**config.mk**
```make
export PLATFORM = sky130hd
export DESIGN_NAME = pattern_tx_gen
export DESIGN_NICKNAME = d
export VERILOG_FILES = /design/src/rtl/pattern_tx_pkg.sv /design/src/rtl/pattern_tx_gen.sv
export SDC_FILE = /design/constraint.sdc
export NUM_CORES = 1
export LEC_CHECK = 0
export BUFFER_PORTS_ARGS = -buffer_cell sky130_fd_sc_hd__clkbuf_2
export CORE_MARGIN = 1
export CORE_UTILIZATION = 57
export DETAILED_ROUTE_END_ITERATION = 7
export GPL_TIMING_DRIVEN = 0
export PLACE_DENSITY_LB_ADDON = 0.12
export SYNTH_ARGS = -nofsm -noshare
export SYNTH_HDL_FRONTEND = slang
export SYNTH_SLANG_ARGS = --single-unit
```
**constraint.sdc**
```tcl
create_clock -name clk -period 2.11 [get_ports clk]
set_input_delay 0.422 -clock clk [delete_from_list [all_inputs] [get_ports clk]]
set_output_delay 0.422 -clock clk [all_outputs]
set_load 0.005 [all_outputs]
```
**src/rtl/pattern_tx_pkg.sv**
```systemverilog
// Shared definitions for the serial pattern transmitter and the benches that
// drive or observe it.
package pattern_tx_pkg;

    // Default widths: pattern length, repeat-count width, gap width.
    localparam int unsigned PAT_W_DEF = 4;
    localparam int unsigned CNT_W_DEF = 4;
    localparam int unsigned GAP_W_DEF = 3;

    // Canonical pattern looked for by the serial bit-pattern detectors.
    localparam logic [3:0] DET_PATTERN = 4'b1010;

    // Transmitter FSM states.
    typedef enum logic [1:0] {
        IDLE = 2'd0,
        SEND = 2'd1,
        GAP  = 2'd2
    } tx_state_e;

endpackage

```
**src/rtl/pattern_tx_gen.sv**
```systemverilog
// Serial pattern transmitter: on an accepted start, latches pattern, repeat
// count and gap, then sends the pattern MSB-first once per clock, repeat_cnt
// times, with gap idle cycles between copies. All outputs are registered.
module pattern_tx_gen
    import pattern_tx_pkg::*;
#(
    parameter int unsigned PAT_W = PAT_W_DEF,
    parameter int unsigned CNT_W = CNT_W_DEF,
    parameter int unsigned GAP_W = GAP_W_DEF
) (
    input  logic             clk,
    input  logic             rst_n,
    input  logic             start,
    input  logic             abort,
    input  logic [PAT_W-1:0] pattern,
    input  logic [CNT_W-1:0] repeat_cnt,
    input  logic [GAP_W-1:0] gap,
    output logic             sout,
    output logic             sout_vld,
    output logic             frame_start,
    output logic             busy,
    output logic             done
);

    localparam int unsigned      IDX_W    = $clog2(PAT_W);
    localparam logic [IDX_W-1:0] LAST_IDX = IDX_W'(PAT_W - 1);

    tx_state_e        state_q,   state_d;
    logic [PAT_W-1:0] pat_q,     pat_d;
    logic [PAT_W-1:0] sh_q,      sh_d;
    logic [IDX_W-1:0] bit_idx_q, bit_idx_d;
    logic [CNT_W-1:0] copies_q,  copies_d;
    logic [GAP_W-1:0] gap_lat_q, gap_lat_d;
    logic [GAP_W-1:0] gap_cnt_q, gap_cnt_d;
    logic             sout_q,    sout_d;
    logic             vld_q,     vld_d;
    logic             fs_q,      fs_d;
    logic             busy_q,    busy_d;
    logic             done_q,    done_d;

    // Next-state logic: the registered outputs always describe the bit that is
    // on the line after the edge, so each branch computes what to show next.
    always_comb begin
        state_d   = state_q;
        pat_d     = pat_q;
        sh_d      = sh_q;
        bit_idx_d = bit_idx_q;
        copies_d  = copies_q;
        gap_lat_d = gap_lat_q;
        gap_cnt_d = gap_cnt_q;
        sout_d    = 1'b0;
        vld_d     = 1'b0;
        fs_d      = 1'b0;
        done_d    = 1'b0;

        unique case (state_q)
            IDLE: begin
                if (start && !abort) begin
                    if (repeat_cnt != '0) begin
                        state_d   = SEND;
                        pat_d     = pattern;
                        copies_d  = repeat_cnt;
                        gap_lat_d = gap;
                        bit_idx_d = LAST_IDX;
                        sout_d    = pattern[PAT_W-1];
                        sh_d      = pattern << 1;
                        vld_d     = 1'b1;
                        fs_d      = 1'b1;
                    end else begin
                        done_d = 1'b1;
                    end
                end
            end

            SEND: begin
                if (abort) begin
                    state_d = IDLE;
                end else if (bit_idx_q != '0) begin
                    bit_idx_d = bit_idx_q - IDX_W'(1);
                    sout_d    = sh_q[PAT_W-1];
                    sh_d      = sh_q << 1;
                    vld_d     = 1'b1;
                end else begin
                    // Bit 0 of a copy was on the line; copies_q still counts it.
                    copies_d = copies_q - CNT_W'(1);
                    if (copies_q == CNT_W'(1)) begin
                        state_d = IDLE;
                        done_d  = 1'b1;
                    end else if (gap_lat_q != '0) begin
                        state_d   = GAP;
                        gap_cnt_d = gap_lat_q - GAP_W'(1);
                    end else begin
                        bit_idx_d = LAST_IDX;
                        sout_d    = pat_q[PAT_W-1];
                        sh_d      = pat_q << 1;
                        vld_d     = 1'b1;
                        fs_d      = 1'b1;
                    end
                end
            end

            GAP: begin
                // The first idle cycle is shown on entry, so the counter is
                // loaded with gap-1 and the next copy starts when it hits 0.
                if (abort) begin
                    state_d = IDLE;
                end else if (gap_cnt_q == '0) begin
                    state_d   = SEND;
                    bit_idx_d = LAST_IDX;
                    sout_d    = pat_q[PAT_W-1];
                    sh_d      = pat_q << 1;
                    vld_d     = 1'b1;
                    fs_d      = 1'b1;
                end else begin
                    gap_cnt_d = gap_cnt_q - GAP_W'(1);
                end
            end

            default: begin
                state_d = IDLE;
            end
        endcase

        busy_d = (state_d != IDLE);
    end

    // State, counters and registered outputs.
    always_ff @(posedge clk or negedge rst_n) begin
        if (!rst_n) begin
            state_q   <= IDLE;
            pat_q     <= '0;
            sh_q      <= '0;
            bit_idx_q <= '0;
            copies_q  <= '0;
            gap_lat_q <= '0;
            gap_cnt_q <= '0;
            sout_q    <= 1'b0;
            vld_q     <= 1'b0;
            fs_q      <= 1'b0;
            busy_q    <= 1'b0;
            done_q    <= 1'b0;
        end else begin
            state_q   <= state_d;
            pat_q     <= pat_d;
            sh_q      <= sh_d;
            bit_idx_q <= bit_idx_d;
            copies_q  <= copies_d;
            gap_lat_q <= gap_lat_d;
            gap_cnt_q <= gap_cnt_d;
            sout_q    <= sout_d;
            vld_q     <= vld_d;
            fs_q      <= fs_d;
            busy_q    <= busy_d;
            done_q    <= done_d;
        end
    end

    assign sout        = sout_q;
    assign sout_vld    = vld_q;
    assign frame_start = fs_q;
    assign busy        = busy_q;
    assign done        = done_q;

endmodule
```
After elaboration in Yosys (flattened, before gate mapping)
Index checks and enable logic that the tools add are counted.

operators by class
  $add $sub $neg = 4
  eq/ne operators = 14
  multiplexer cells = 66
  reduce and logical (&&, ||, !) cells = 15

operators with widths
  cell                   number
  $mux W4                12
  $mux W2                16
  $mux W1                23
  $mux W3                6
  $ne A2 B2 Y1 const B   9
  $pmux W2 S3            2
  $pmux W4 S3            1
  $pmux W1 S3            3
  $pmux W4 S2            1
  $reduce_and A8 Y1      1
  $reduce_bool A2 Y1     4
  $reduce_and A7 Y1      1
  $ne A3 B3 Y1 const B   2
  $pmux W3 S2            1
  $reduce_bool A3 Y1     2
  $sub A3 B1 Y3 const B  2
  $reduce_and A5 Y1      1
  $eq A4 B1 Y1 const B   1
  $reduce_bool A4 Y1     1
  $sub A4 B1 Y4 const B  1
  $logic_not A3 Y1       1
  $reduce_and A3 Y1      1
  $eq A2 B1 Y1 const B   1
  $eq A2 B2 Y1 const B   1
  other kinds (5)        5

storage, ports and cells
  register bits after elaboration = 27
  bits of input ports = 15

Depth between registers and ports, before layout
Gate-level depths: netlist (run 1).

  word-level depth = 7
  depth in mapped cells = 9
  mapped depth without buffers = 8

Worst setup path after synthesis (run 1)
No wires, ideal clock.

  path kind = register -> register
  start point = reg bit_idx_q[0]
  end point = reg gap_cnt_q[0]
  path slack = 0.298 ns
  data arrival time = 1.687 ns
  path buffers = 1
  data required time = 1.985 ns
  clock period less this slack = 1.812 ns
  cell stages (with the launch flop) = 8
  setup time = 0.125 ns
  cells stage by stage = dfrtp_1 inv_1 ha_1 buf_6 and4bb_1 o32ai_2 and2_4 mux2_4

on the way
  word-level cells in the longest chain between the ends = 3

RTL lines
  item                         RTL line               source
  start: declaration           pattern_tx_gen.sv:31   logic [IDX_W-1:0] bit_idx_q, bit_idx_d;
  start signal: assignment     pattern_tx_gen.sv:146  bit_idx_q <= bit_idx_d;
  $reduce_bool A2 Y1           pattern_tx_gen.sv:78   end else if (bit_idx_q != '0) begin
  $ne A2 B2 Y1 (no line)       --
  $reduce_and A7 Y1 (no line)  --
  end signal: assignment       pattern_tx_gen.sv:149  gap_cnt_q <= gap_cnt_d;
  end: declaration             pattern_tx_gen.sv:34   logic [GAP_W-1:0] gap_cnt_q, gap_cnt_d;

No other way between the ends.
A chain may end at the register's enable or synchronous reset.

Final worst setup path (run 1)
  start point = reg copies_q[1]
  end point = reg sh_q[2]

on the way
  word-level cells in the longest chain between the ends = 3

RTL lines
  item                         RTL line               source
  start: declaration           pattern_tx_gen.sv:32   logic [CNT_W-1:0] copies_q, copies_d;
  start signal: assignment     pattern_tx_gen.sv:147  copies_q <= copies_d;
  $eq A4 B1 Y1                 pattern_tx_gen.sv:86   if (copies_q == CNT_W'(1)) begin
  $ne A3 B3 Y1 (no line)       --
  $reduce_and A8 Y1 (no line)  --
  end signal: assignment       pattern_tx_gen.sv:132  sh_q <= '0;
  end signal: assignment       pattern_tx_gen.sv:145  sh_q <= sh_d;
  end: declaration             pattern_tx_gen.sv:30   logic [PAT_W-1:0] sh_q, sh_d;

No other way between the ends.

==> flow_metrics.env, run 1 <==
export IMPL_status="completed"
export IMPL_antenna_cells=0
export IMPL_dieHeight_um=55.2
export IMPL_synth_seq_cells=26
export IMPL_ys_warnings_count=0
export IMPL_yosysMostFrequentCell="dfrtp_1"
export IMPL_period_needed_ns=1.99
export IMPL_ir_worst_vdd_uv=750
export IMPL_async_flop_share_pct=100
export IMPL_synth_avg_cell_area_um2=10.7
export IMPL_grt_first_pass_wirelength_mm=5.09
export IMPL_period_share_pct=94.4
export IMPL_slew_headroom_pct=57.9
export IMPL_synth_seq_area_share_pct=40.4
export IMPL_ys_top_cells_by_count="26 x dfrtp_1, 15 x nor2_1, 10 x a21oi_1, 9 x mux2_2"
export IMPL_worstPathRequired_ns=2.31
export IMPL_synthFlopType="dfrtp_1"
export IMPL_tritoncts="yes"
export IMPL_fillCellCount=197
export IMPL_wl_per_cell_um=15.0
export IMPL_synth_distinct_cells=47
export IMPL_drv_cap=0
export IMPL_drive_gt1_share_pct=32.6
export IMPL_grt_busiest_layer="met2"
export IMPL_crit_chain="inv_1 > ha_1 > nor3b_1 > nor2_2 > o211ai_4 > mux2_4"
export IMPL_critPathSlowestCell="dfrtp_1"
export IMPL_rows=18
export IMPL_gp_congestion=0.830
export IMPL_clk_pin_slew_ns=0.13
export IMPL_worst_clock_skew_ns=0.00339
export IMPL_seqCellArea_um2=651
export IMPL_power_density_mw_per_mm2=1150
export IMPL_core_area_mm2=0.00257
export IMPL_clock_sinks=26
export IMPL_crit_arrival_ns=2.20
export IMPL_clock_latency_ns=0.31
export IMPL_port_buffers=18
export IMPL_cp_end_kind="register"
export IMPL_antenna_found_initial=0
export IMPL_met2_usage_pct=41.0
export IMPL_cts_root_buf="clkbuf_4"
export IMPL_start_util_pct=62.8
export IMPL_met1_usage_pct=30.2
export IMPL_grt_pass1_vias=1141
export IMPL_criticalPathCategory="reg2reg"
export IMPL_worstPathMaxFanout=5
export IMPL_synth_cell_area_mm2=0.00161
export IMPL_design_portCount=20
export IMPL_vias_per_cell=6.00
export IMPL_ant_nets=0
export IMPL_die_area_mm2=0.00304
export IMPL_use_met3_pct=4.64
export IMPL_dp_hpwl_mm=2.33
export IMPL_nets=197
export IMPL_vias=1213
export IMPL_setup_violations=0
export IMPL_grt_usage_pct=23.5
export IMPL_wl_mm=3.04
export IMPL_synthCells=150
export IMPL_max_stage_delay_ns=0.41
export IMPL_clockBufferDepth=2
export IMPL_synth_edff_count=0
export IMPL_syn_nets=173
export IMPL_p_leak_nw=0.810
export IMPL_r2r_cells=6
export IMPL_cts_inserted_buffers=3
export IMPL_max_slew_worst_pin_slew_ns=0.631
export IMPL_final_hold_violation_count=0
export IMPL_fin_tns_setup_ns=0
export IMPL_hp_class="in2async"
export IMPL_finalMaxSlewViolations=0
export IMPL_fmax_ghz=0.502
export IMPL_finish_utilization_pct=69.4
export IMPL_drt_pass1_iterations=5
export IMPL_die_w_um=55.2
export IMPL_cts_max_level=1
export IMPL_start_kind="register"
export IMPL_grt_ovfl_total=0
export IMPL_yosysTopAreaCell="dfrtp_1"
export IMPL_multiInputGateArea_um2=908
export IMPL_rsz0062_at_grt="no"
export IMPL_yosysTopAreaCellShare_pct=40.4
export IMPL_grt_max_degree=27
export IMPL_drcViolationCount=0
export IMPL_synth_area_leaders="dfrtp_1 40%, mux2_2 6.3%, ha_1 6.2%, mux2_4 5.6%, nor2_1 3.5%"
export IMPL_areaGrowthSynthToFinish_pct=10.6
export IMPL_drt_initial_drc_count=28
-- stage by stage --
step / std cells / area, um2 / hold slack [ns] / worst slack, ns / power (mW)
after floorplan: 150 / 1610 / 0.126 / 0.298 / 1.60
after global placement: 198 / 1740 / 0.466 / 0.166 / 1.79
after detailed placement: 198 / 1740 / 0.481 / 0.0944 / 1.84
after CTS: 201 / 1760 / 0.122 / 0.0407 / 2.04
after global routing: 202 / 1780 / 0.133 / 0.00177 / 2.24
final: 202 / 1780 / 0.104 / 0.118 / 2.06
-- sequential cells by signal, summed over array words and instances, names as in the netlist --
name / count
gap_lat_q: 3
done: 1
busy: 1
sout_vld: 1
sh_q: 3
state_q: 2
pat_q: 4
gap_cnt_q: 3
bit_idx_q: 2
copies_q: 4
frame_start: 1
sout: 1
-- layer usage --
metal | vias up | wire (um)
li1 | 600 | -
met1 | 583 | 1450
met2 | 28 | 1450
met3 | 2 | 122
met4 | 0 | 13
met5 | - | 0
-- final cells by class --
class	count	area share, %
tap	30	2.11
sequential	26	36.5
inverter	8	1.69
multi-input combinational	112	51.0
clock buffer	3	1.26
buffer	4	1.97
timing repair buffer	19	5.48
-- critical path: cells and delay by family (launching register included) --
kind	cells	cell delay (ns)
buffers and inverters	1	0.09
AOI/OAI and AO/OA	1	0.33
DFF	1	0.41
and+or+nand+nor	2	0.54
muxes	1	0.34
adders and majority gates	1	0.17
-- cells by family after synthesis --
group / Yosys count / synth area share, %
compound gates: 35 / 16.8
fa+ha+maj: 8 / 6.21
buf+inv: 12 / 3.65
flops: 26 / 40.4
mux: 17 / 13.1
simple gates: 52 / 19.9
-- layout by cell type, fill, tap and decap left out, types with 2 or more instances in the layout --
cell type  count
a21oi_1       10
a22oi_1        2
a31oi_1        3
buf_4          2
buf_6          2
clkbuf_2      18
clkbuf_4       3
dfrtp_1       26
ha_1           7
inv_1          8
mux2_2         9
mux2_4         6
nand2_1        7
nand2b_1       3
nand3_1        4
nand4_1        2
nor2_1        15
nor3_1         7
nor3b_1        2
o21a_1         2
o21ai_0        3
o32ai_1        2
-- worst paths after layout --
kind	from	end	slack, ns
max	copies_q[1]	sh_q[2]	0.12
min	rst_n	sout_vld	0.10
max reg2reg	copies_q[1]	sh_q[2]	0.12
min reg2reg	pat_q[3]	pat_q[3]	0.52
max in group asynchronous	rst_n	pat_q[0]	1.59
min in group clk	gap[2]	gap_lat_q[2]	0.34
-- power by group --
group / switching, mW / internal, mW / total (mW)
registers: 0.180 / 0.702 / 0.882
clock network: 0.132 / 0.0666 / 0.199
logic: 0.483 / 0.493 / 0.977
total: 0.796 / 1.26 / 2.06
-- timing repair --
item,4_1_cts,5_1_grt
hold buffers,0,0
buffers inserted,0,1
resized for setup,0,5
setup endpoints to repair,0,1
endpoints found under the hold margin,0,0
No activity file was read; power rests on OpenSTA's default activity.
==> run 2: changes to the inputs <==
Settings changed: ABC_AREA from default to 1.
==> run 2 against run 1 <==
Critical path type unchanged. Register-to-register slack improved by 0.27 ns. Global-route usage rose by 1.2 points. Worst setup slack gained 0.27 ns. Sequential cell count is the same. Combinational power up 29%. Largest power group unchanged. Sequential share of layout area is 1.2 points higher.
==> flow_metrics.env, run 2 <==
export IMPL_nets=250
export IMPL_ys_top_cells_by_count="65 x nand2_1, 26 x dfrtp_1, 23 x inv_1, 19 x o21ai_0, 14 x nand3_1"
export IMPL_reg_top3="copies_q (4), pat_q (4)"
export IMPL_yosysTopAreaCell="dfrtp_1"
export IMPL_worst_clock_skew_ns=0.00262
export IMPL_vias=1360
export IMPL_power_density_mw_per_mm2=1420
export IMPL_drt_initial_drc_count=41
export IMPL_rsz0062_at_grt="no"
export IMPL_hp_class="in2async"
export IMPL_wl_per_cell_um=12.2
export IMPL_cts_max_level=1
export IMPL_synthCells=203
export IMPL_drive_gt1_share_pct=17.7
export IMPL_design_portCount=20
export IMPL_synthFlopType="dfrtp_1"
export IMPL_place_area_mm2=0.00167
export IMPL_criticalPathCategory="reg2reg"
export IMPL_setup_slack_ns=0.387
export IMPL_pwr_share_seq_pct=34.8
export IMPL_dieHeight_um=54.0
export IMPL_tritoncts="yes"
export IMPL_status="completed"
export IMPL_setup_violations=0
export IMPL_cell_internal_pwr_mw=1.39
export IMPL_final_cell_mix="65 x nand2_1, 26 x dfrtp_1, 23 x inv_1, 19 x o21ai_0, 19 x clkbuf_2"
export IMPL_slew_headroom_pct=56.7
export IMPL_synth_area_leaders="dfrtp_1 42%, nand2_1 16%, ha_1 6.5%, o21ai_0 6.2%, inv_1 5.6%"
export IMPL_r2r_cells=11
export IMPL_drcViolationCount=0
export IMPL_period_share_pct=81.6
export IMPL_pwr_share_clk_pct=14.0
export IMPL_drt_pass1_iterations=4
export IMPL_power_frac_comb_pct=51.3
export IMPL_worstPathRequired_ns=2.34
export IMPL_cp_end_kind="register"
export IMPL_areaGrowthSynthToFinish_pct=12.0
export IMPL_synth_seq_cells=26
export IMPL_synth_cell_area_mm2=0.00154
export IMPL_core_area_mm2=0.00252
export IMPL_r2r_start="state_q[1]"
export IMPL_max_slew_worst_pin_slew_ns=0.649
export IMPL_antenna_cells=0
export IMPL_yosysMostFrequentCell="nand2_1"
export IMPL_synth_edff_count=0
export IMPL_syn_nets=226
export IMPL_final_hold_violation_count=0
export IMPL_grt_usage_pct=24.7
export IMPL_post_cts_repair_setup_buffers=0
export IMPL_clockBufferDepth=2
export IMPL_grt_pass1_vias=1268
export IMPL_pre_cts_slack_ns=0.430
export IMPL_worstPathMaxFanout=10
export IMPL_wl_met1_mm=1.45
export IMPL_period_needed_ns=1.72
export IMPL_final_area_mm2=0.00173
export IMPL_p_leak_nw=0.944
export IMPL_synth_seq_area_share_pct=42.2
export IMPL_p_sw_mw=1.07
export IMPL_wl_met2_mm=1.53
export IMPL_dp_hpwl_mm=2.39
export IMPL_holdBufCountCts=0
export IMPL_switching_share_pct=43.5
export IMPL_clock_latency_ns=0.32
export IMPL_start_util_pct=61.1
export IMPL_die_area_mm2=0.00292
export IMPL_cts_resized=0
export IMPL_gp_congestion=0.846
export IMPL_finish_utilization_pct=68.5
export IMPL_clk_pin_slew_ns=0.14
export IMPL_hold_worst_slack_ns=0.0917
export IMPL_async_flop_share_pct=100
export IMPL_port_buffers=19
export IMPL_antenna_found_initial=0
export IMPL_ant_nets=0
export IMPL_cts_inserted_buffers=3
export IMPL_drv_cap=0
export IMPL_wl_mm=3.13
export IMPL_grt_ovfl_total=0
export IMPL_grt_first_pass_wirelength_mm=5.19
export IMPL_start_kind="register"
export IMPL_cts_root_buf="clkbuf_4"
export IMPL_grt_max_degree=27
export IMPL_yosysTopAreaCellShare_pct=42.2
export IMPL_die_w_um=54.0
export IMPL_r2r_end="gap_cnt_q[2]"
export IMPL_vias_per_cell=5.31
export IMPL_ir_worst_vdd_uv=856
export IMPL_rows=18
export IMPL_wl_met3_um=117
export IMPL_crit_arrival_ns=1.95
export IMPL_synth_distinct_cells=25
export IMPL_synth_avg_cell_area_um2=7.59
export IMPL_finalMaxSlewViolations=0
export IMPL_dr_max_layer_used="met4"
export IMPL_fmax_ghz=0.581
export IMPL_r2r_slack_ns=0.39
export IMPL_fin_tns_setup_ns=0
export IMPL_clock_sinks=26
export IMPL_ys_warnings_count=0
export IMPL_final_common_cell="nand2_1"
## run 2: cell types whose count changed in the layout (fill, tap and decap cells not counted), sizes merged, moves of 4 or more
| cell | change |
|---|---|
| inv | +19 |
| nand2b | -4 |
| a21oi | -6 |
| nor3 | -9 |
| nand3 | +10 |
| o21ai | +21 |
| mux2 | -15 |
| nand2 | +63 |
## run 2: power groups by stage
stage | Combinational (mW) | Clock [mW] | Sequential [mW]
after floorplan | 0.987 | 0 | 0.834
final | 1.26 | 0.343 | 0.852
after CTS | 1.26 | 0.352 | 0.851
after global placement | 1.20 | 0 | 0.851
after detailed placement | 1.25 | 0 | 0.864
after global routing | 1.45 | 0.373 | 0.884
## run 2: cells by family after synthesis
logic type | synth area share (%)
multiplexers | 0.649
AO/OA/AOI/OAI | 11.9
adder cells (fa/ha/maj) | 6.49
flip-flops | 42.2
buffers and inverters | 9.33
AND/OR/NAND/NOR | 28.8
XOR/XNOR | 0.568
## run 2: how the worst max path moves through the flow
stage / startpoint / to / slack [ns]
floorplan: state_q[0] / gap_cnt_q[2] / 0.63
CTS: state_q[1] / sh_q[2] / 0.40
detailed placement: state_q[1] / gap_cnt_q[2] / 0.43
finish: state_q[1] / gap_cnt_q[2] / 0.39
global placement: state_q[1] / sh_q[1] / 0.47
global route: state_q[1] / copies_q[2] / 0.22
## run 2: final cells by class
cell class / count / area (um2)
buffer: 3 / 30.0
clock buffer: 3 / 22.5
clock inverter: 1 / 30.0
fill: 230 / 796
inverter: 27 / 114
multi-input combinational: 147 / 747
sequential: 26 / 651
tap: 30 / 37.5
timing repair buffer: 19 / 95.1
## run 2: metrics by stage
| stage | std cells | total power, mW |
|---|---|---|
| 6_report | 256 | 2.45 |
| 5_1_grt | 256 | 2.70 |
| 2_1_floorplan | 203 | 1.82 |
| 3_5_place_dp | 252 | 2.11 |
| 3_3_place_gp | 252 | 2.05 |
| 4_1_cts | 256 | 2.46 |
## run 2: per-layer routing
layer  track usage, %  vias up
li1                 -      695
met1             29.8      625
met3             2.82        5
met2             45.1       35
met5                0        -
met4             8.12        0
## run 2: critical path, cell delays in order, from the launching register on
cell,delay [ns]
dfrtp_1,0.45
inv_1,0.11
ha_1,0.20
buf_6,0.15
inv_8,0.08
nor2_4,0.04
nor2_1,0.09
nand2_1,0.05
nor2_1,0.14
nand2_1,0.15
nand2_1,0.10
o21ai_1,0.06
